<file path="src/rtl/hex_compare_sequencer_if.sv">
// Request/result bundle for hex_compare_sequencer.
// The master drives the request: start, the operands and the cascade inputs.
// The slave returns busy/done and the registered GT/LT/EQ result.
interface hex_compare_sequencer_if #(
  parameter int NIBBLES = 4
);
  localparam int W = 4 * NIBBLES;

  logic         start;
  logic [W-1:0] a;
  logic [W-1:0] b;
  logic         e;
  logic         l;
  logic         g;
  logic         busy;
  logic         done;
  logic         GT;
  logic         LT;
  logic         EQ;

  modport master (
    output start, a, b, e, l, g,
    input  busy, done, GT, LT, EQ
  );

  modport slave (
    input  start, a, b, e, l, g,
    output busy, done, GT, LT, EQ
  );
endinterface

</file>
<file path="src/rtl/hex_compare_sequencer.sv">
// Sequential cascaded magnitude comparator built around one shared 4-bit slice
// compare, iterated over NIBBLES slices of the operands.
// Optional macro HEX_CMP_EARLY_TERM_EN: walk the slices MSB-first and finish on
// the first unequal slice. Default build walks the slices LSB-first over a
// fixed schedule. Both builds produce the same GT/LT/EQ.
//
// state     | meaning
// ----------+-----------------------------------------------------------
// S_IDLE    | waiting for start; operands and cascade captured on accept
// S_COMPARE | one slice compared per edge, running result updated
// S_DONE    | done pulse; GT/LT/EQ freshly loaded; back to idle next edge
module hex_compare_sequencer #(
  parameter int NIBBLES = 4
) (
  input  logic                     clk,
  input  logic                     rst,
  hex_compare_sequencer_if.slave   bus
);
  localparam int W  = 4 * NIBBLES;
  localparam int CW = (NIBBLES > 1) ? $clog2(NIBBLES) : 1;

  typedef enum logic [1:0] {
    S_IDLE    = 2'd0,
    S_COMPARE = 2'd1,
    S_DONE    = 2'd2
  } state_t;

  state_t state, state_nx;

  logic [W-1:0]  a_q;
  logic [W-1:0]  b_q;
  logic [2:0]    run_q;  // running result, ordered {eq, lt, gt}
  logic [2:0]    res_q;  // published result, ordered {eq, lt, gt}
  logic [CW-1:0] cnt_q;

  logic          capture;
  logic          step;
  logic          finish;
  logic [CW-1:0] idx;
  logic [3:0]    a_nib;
  logic [3:0]    b_nib;
  logic [2:0]    slice_res;
  logic          last;
  logic          nib_ne;

  // Select the slice for this cycle and fold it into the running result.
  always_comb begin
`ifdef HEX_CMP_EARLY_TERM_EN
    idx = CW'(NIBBLES - 1) - cnt_q;
`else
    idx = cnt_q;
`endif
    a_nib  = a_q[{idx, 2'b00} +: 4];
    b_nib  = b_q[{idx, 2'b00} +: 4];
    nib_ne = (a_nib != b_nib);
    last   = (cnt_q == CW'(NIBBLES - 1));
    if (a_nib > b_nib) begin
      slice_res = 3'b001;
    end else if (a_nib < b_nib) begin
      slice_res = 3'b010;
    end else begin
      slice_res = run_q;
    end
  end

  // State register.
  always_ff @(posedge clk) begin
    if (rst) begin
      state <= S_IDLE;
    end else begin
      state <= state_nx;
    end
  end

  // Next-state and datapath controls.
  always_comb begin
    state_nx = state;
    capture  = 1'b0;
    step     = 1'b0;
    finish   = 1'b0;
    case (state)
      S_IDLE: begin
        if (bus.start) begin
          capture  = 1'b1;
          state_nx = S_COMPARE;
        end
      end
      S_COMPARE: begin
        step = 1'b1;
`ifdef HEX_CMP_EARLY_TERM_EN
        // The most significant unequal slice decides; lower slices cannot matter.
        if (nib_ne || last) begin
          finish   = 1'b1;
          state_nx = S_DONE;
        end
`else
        if (last) begin
          finish   = 1'b1;
          state_nx = S_DONE;
        end
`endif
      end
      S_DONE: begin
        state_nx = S_IDLE;
      end
      default: begin
        state_nx = S_IDLE;
      end
    endcase
  end

  // Operand capture, slice counter, running and published result.
  always_ff @(posedge clk) begin
    if (rst) begin
      a_q   <= '0;
      b_q   <= '0;
      run_q <= '0;
      res_q <= '0;
      cnt_q <= '0;
    end else begin
      if (capture) begin
        a_q   <= bus.a;
        b_q   <= bus.b;
        run_q <= {bus.e, bus.l, bus.g};
        cnt_q <= '0;
      end else if (step) begin
        run_q <= slice_res;
        // Hold at the last index so the counter never wraps mid-compare.
        if (!last) begin
          cnt_q <= cnt_q + 1'b1;
        end
      end
      if (finish) begin
        res_q <= slice_res;
      end
    end
  end

  // Status and result outputs, all decoded from registers.
  always_comb begin
    bus.busy = (state != S_IDLE);
    bus.done = (state == S_DONE);
    bus.EQ   = res_q[2];
    bus.LT   = res_q[1];
    bus.GT   = res_q[0];
  end

endmodule

</file>
<file path="src/flat_wrapper.sv">
// flat-port wrapper written by rule: the top's interface ports become plain ports
module hex_compare_sequencer_flat 
#(
  parameter int NIBBLES = 4
)
  (clk, rst, bus_start, bus_a, bus_b, bus_e, bus_l, bus_g, bus_busy, bus_done, bus_GT, bus_LT, bus_EQ);
  hex_compare_sequencer_if #(.NIBBLES(NIBBLES)) bus_i ();
  input  logic clk;
  input  logic rst;
  input wire logic [$bits(bus_i.start)-1:0] bus_start;
  input wire logic [$bits(bus_i.a)-1:0] bus_a;
  input wire logic [$bits(bus_i.b)-1:0] bus_b;
  input wire logic [$bits(bus_i.e)-1:0] bus_e;
  input wire logic [$bits(bus_i.l)-1:0] bus_l;
  input wire logic [$bits(bus_i.g)-1:0] bus_g;
  output wire logic [$bits(bus_i.busy)-1:0] bus_busy;
  output wire logic [$bits(bus_i.done)-1:0] bus_done;
  output wire logic [$bits(bus_i.GT)-1:0] bus_GT;
  output wire logic [$bits(bus_i.LT)-1:0] bus_LT;
  output wire logic [$bits(bus_i.EQ)-1:0] bus_EQ;
  assign bus_i.start = bus_start;
  assign bus_i.a = bus_a;
  assign bus_i.b = bus_b;
  assign bus_i.e = bus_e;
  assign bus_i.l = bus_l;
  assign bus_i.g = bus_g;
  assign bus_busy = bus_i.busy;
  assign bus_done = bus_i.done;
  assign bus_GT = bus_i.GT;
  assign bus_LT = bus_i.LT;
  assign bus_EQ = bus_i.EQ;
  hex_compare_sequencer #(.NIBBLES(NIBBLES)) u_core (.clk(clk), .rst(rst), .bus(bus_i));
endmodule
</file>
<file path="config.mk">
export PLATFORM = sky130hd
export DESIGN_NAME = hex_compare_sequencer_flat
export DESIGN_NICKNAME = d
export VERILOG_FILES = /design/src/rtl/hex_compare_sequencer_if.sv /design/src/rtl/hex_compare_sequencer.sv /design/src/flat_wrapper.sv
export SDC_FILE = /design/constraint.sdc
export NUM_CORES = 1
export LEC_CHECK = 0
export BUFFER_PORTS_ARGS = -buffer_cell sky130_fd_sc_hd__buf_4
export CORE_MARGIN = 2
export CORE_UTILIZATION = 40
export CTS_CLUSTER_DIAMETER = 30
export DETAILED_ROUTE_END_ITERATION = 10
export HOLD_SLACK_MARGIN = 0.06
export PLACE_DENSITY_LB_ADDON = 0.08
export SKIP_CTS_REPAIR_TIMING = 1
export SYNTH_ARGS = -nofsm -noshare
export SYNTH_HDL_FRONTEND = slang
export SYNTH_SLANG_ARGS = --single-unit
export TNS_END_PERCENT = 100
</file>
<file path="constraint.sdc">
create_clock -name clk -period 4.6 [get_ports clk]
set_clock_uncertainty 0.15 [all_clocks]
set_input_delay 0.46 -clock clk [delete_from_list [all_inputs] [get_ports clk]]
set_output_delay 0.46 -clock clk [all_outputs]
set_load 0.02 [all_outputs]
</file>
==> results.rst <==
.. list-table::
   :header-rows: 1

   * - Metric
     - Value
   * - Run status
     - finished clean
   * - RSZ-0062 raised after global routing
     - no
   * - CP delay by family, top
     - compound AO/OA/AOI/OAI gates
   * - Final #Nets
     - 291
   * - Post-synthesis instance total
     - 211
   * - Setup TNS
     - 0 ns
   * - Clock tree from TritonCTS
     - done
   * - Power per Cell Area
     - 333.2 mW/mm2
   * - Setup slack of the worst register-to-register path
     - 1.83 ns
   * - Kind of start point of the critical path
     - flop
   * - Worst-path maximum fanout
     - 10
   * - Cell with the largest stage delay on the worst path
     - sky130_fd_sc_hd__dfxtp_1
   * - Die Area
     - 0.005253 mm2
   * - Aggregate global-route resource usage
     - 0.1524
   * - Final GP Congestion
     - 0.7287
   * - DR WL/cell
     - 12.38 um
   * - Endpoint of the most critical register-to-register path
     - u_core.res_q[1]$_SDFFE_PP0P_
   * - CTS Buf Count
     - 5
   * - First drt pass iteration count
     - 4
   * - Fin crit share
     - 0.6020
   * - Required time of the critical path
     - 4.59 ns
   * - Hold-critical path endpoint
     - u_core.a_q[4]$_SDFFE_PP0P_
   * - Starting DRT DRC Count
     - 78
   * - Hold Crit Start
     - bus_a[4]
   * - Cell Rows
     - 24
   * - Worst reg-to-reg path cell count
     - 5
   * - Slew @ Worst Pin
     - 1.062 ns
   * - Final Hold Fails
     - 0
   * - Number of enable flip-flop cells after synthesis
     - 0
   * - Count of placed standard cells including taps
     - 293
   * - Critical path data arrival time
     - 2.76 ns
   * - DRC violations left
     - 0
   * - Register clock-pin slew on the reported worst setup and hold paths
     - 0.08 ns
   * - Worst-case headroom to the max-slew limit
     - 0.2904
   * - Class of the tightest hold or removal check
     - input pin to flop
   * - Cell-by-cell trace of the critical path
     - mux4_2, ha_1, nand2_1, o21ai_0, a311oi_1
   * - Reported leakage power
     - 0.9282 nW
   * - Fill count
     - 456
   * - Aggregate global routing overflow
     - 0
   * - Warnings, synthesis
     - 0
   * - Crit-path max cell delay
     - 0.72 ns
   * - Height of the die
     - 72.48 um
   * - Fraction of final layout cells sized beyond drive strength 1
     - 0.2731
   * - Sum of buffers and inverters on the critical path
     - 0
   * - Share of the synthesized area in the top cell type
     - 0.4483
   * - Peak VDD IR
     - 0.1688 mV
   * - Synth-to-Final Area Change
     - 21.28%
   * - Post-DP HPWL
     - 2586 um
   * - Global-route wire length before repair
     - 6251 um
   * - Latest clock arrival within the worst-skew pair
     - 0.28 ns
   * - Non-filler instance count after layout
     - 301
   * - Max Clock Freq
     - 361.1 MHz
   * - Antenna violations before repair
     - 0
   * - Cells taking the most area after synthesis
     - sky130_fd_sc_hd__dfxtp_1 (45%), sky130_fd_sc_hd__nand2_1 (14%), sky130_fd_sc_hd__mux4_2 (9.6%), sky130_fd_sc_hd__a21oi_1 (9.3%), sky130_fd_sc_hd__ha_1 (3.3%)
   * - Post-DRT Antenna Nets
     - 0
   * - Final max-slew violation count
     - 0
   * - Number of global-route vias before repair
     - 1,398
   * - Net count of the mapped netlist
     - 254
   * - Multi-input gate area in the final layout
     - 932.1 um2
   * - Area leader, netlist
     - sky130_fd_sc_hd__dfxtp_1
   * - IO buf count
     - 42
   * - Number of setup violations in the final report
     - 0
   * - Avg Cell Area, Syn
     - 8.889 um2
   * - Number of primary I/O pins
     - 43
   * - Mapped cell area
     - 0.001876 mm2
   * - Most used cells in the layout excluding fill and tap cells
     - sky130_fd_sc_hd__nand2_1 (68), sky130_fd_sc_hd__buf_4 (43), sky130_fd_sc_hd__dfxtp_1 (42), sky130_fd_sc_hd__a21oi_1 (35), sky130_fd_sc_hd__mux4_2 (8)
   * - H-tree Lvls
     - 2
   * - Combined flip-flop and latch cell area
     - 840.8 um2
   * - Root Buffer Master
     - sky130_fd_sc_hd__clkbuf_8
   * - Number of different library cells in the post-synthesis netlist
     - 37
   * - Maximum number of pins on one net before global-route repair
     - 44
   * - Worst Setup Path Type
     - flop to flop
   * - Most frequent standard cell in the layout excluding fill and tap cells
     - sky130_fd_sc_hd__nand2_1
   * - Post-Route WL
     - 3726 um
   * - Top FF cell, synth
     - sky130_fd_sc_hd__dfxtp_1
   * - Die Width
     - 72.48 um
   * - Fraction of synthesis flops using an asynchronous set or reset pin
     - 0
   * - Final antenna diode count
     - 0
   * - Sequential element share of the synthesized area
     - 0.4483
   * - Count of vias placed by the detailed router
     - 1,516
   * - Clock tree sinks
     - 42
   * - Vias per cell
     - 5.037
   * - Core area
     - 0.004444 mm2
   * - Critical Path Sink Type
     - flop
   * - Final Critical Period
     - 2.769 ns
   * - Initial cell density of the core
     - 0.4220
   * - CTS Buffer Depth
     - 2
   * - Cell depth of the worst hold path
     - 3
   * - Reg-to-reg critical path startpoint
     - u_core.cnt_q[0]$_SDFFE_PP0P_
   * - Flop and latch count out of synthesis
     - 42
   * - Max-cap check violation count
     - 0
-- logic make-up (layout without fill, tap and decap cells) --
| group | count (synthesis) | in the layout | synth area share |
|---|---|---|---|
| simple gates | 88 | 88 | 0.2095 |
| flops | 42 | 42 | 0.4483 |
| mux | 9 | 9 | 0.1014 |
| compound gates | 47 | 47 | 0.1481 |
| xor+xnor | 1 | 1 | 0.004671 |
| buf+inv | 19 | 57 | 0.05470 |
| fa+ha+maj | 5 | 5 | 0.03336 |
-- synth_stat cells (all sizes together), types with 2 or more instances --
cell type / instances
nand2b: 2
nor3b: 2
nor2: 8
nor3: 2
nand2: 68
dfxtp: 42
inv: 6
a21oi: 35
a22oi: 2
buf: 8
o21ai: 2
clkbuf: 5
ha: 5
mux4: 8
-- cell type report --
type                    instances  area share
clock buffers                   7     0.03795
clock inverters                 1    0.002200
inverters                       6    0.009901
multi-input cells             150      0.4098
flip-flops and latches         42      0.3696
well taps                      52     0.02860
repair buffers                 43      0.1419
-- worst max-delay path by stage --
stage | end | slack, ns | from | cells after the start
after global routing | u_core.run_q[2]$_SDFFE_PP0P_ | 1.59 | u_core.cnt_q[0]$_SDFFE_PP0P_ | 5
final | u_core.res_q[1]$_SDFFE_PP0P_ | 1.83 | u_core.cnt_q[0]$_SDFFE_PP0P_ | 5
after detailed placement | u_core.res_q[1]$_SDFFE_PP0P_ | 1.80 | u_core.cnt_q[0]$_SDFFE_PP0P_ | 5
after CTS | u_core.res_q[1]$_SDFFE_PP0P_ | 1.78 | u_core.cnt_q[0]$_SDFFE_PP0P_ | 5
after global placement | u_core.res_q[1]$_SDFFE_PP0P_ | 1.83 | u_core.cnt_q[0]$_SDFFE_PP0P_ | 5
after floorplan | u_core.res_q[1]$_SDFFE_PP0P_ | 2.25 | u_core.cnt_q[0]$_SDFFE_PP0P_ | 6
-- registers in the layout, indices dropped and copies added (netlist names) --
signal / flops
u_core.a_q: 16
u_core.res_q: 3
u_core.cnt_q: 2
u_core.state: 2
u_core.run_q: 3
u_core.b_q: 16
-- where the power goes --
group | switching [W] | total [W] | internal [W] | leakage [nW]
Combinational | 0.0000589 | 0.000118 | 0.0000586 | 0.536
Sequential | 0.0000161 | 0.000401 | 0.000385 | 0.344
Clock | 0.000118 | 0.000239 | 0.000121 | 0.0482
Total | 0.000193 | 0.000758 | 0.000565 | 0.928
-- worst register-to-register path, cell delays in order (launching register included) --
cell                       delay (ns)
sky130_fd_sc_hd__dfxtp_1         0.72
sky130_fd_sc_hd__mux4_2          0.59
sky130_fd_sc_hd__ha_1            0.33
sky130_fd_sc_hd__nand2_1         0.05
sky130_fd_sc_hd__o21ai_0         0.61
sky130_fd_sc_hd__a311oi_1        0.18
-- layer usage --
metal  global-route usage  share of wire  routed length [um]  vias up
met5                    0              0                   0        -
met4              0.04321         0.0070                  26        0
met3              0.04167          0.046                 170        2
met2               0.2569           0.48                1789       33
met1               0.1921           0.47                1740      690
li1                     -              -                   -      791
-- per-stage QoR --
stage	cell area [um2]	power [W]	utilization	setup WS (ns)	hold WS, ns
floorplan	1876	0.0004884	-	2.253	0.2831
detailed placement	2183	0.0005290	0.4913	1.798	0.2960
CTS	2275	0.0007662	0.5118	1.785	0.2590
finish	2275	0.0007579	0.5118	1.831	0.2629
global route	2275	0.0007994	0.5118	1.594	0.2526
global placement	2183	0.0005281	0.4913	1.830	0.2953
Power figures use the tool's default switching activity.
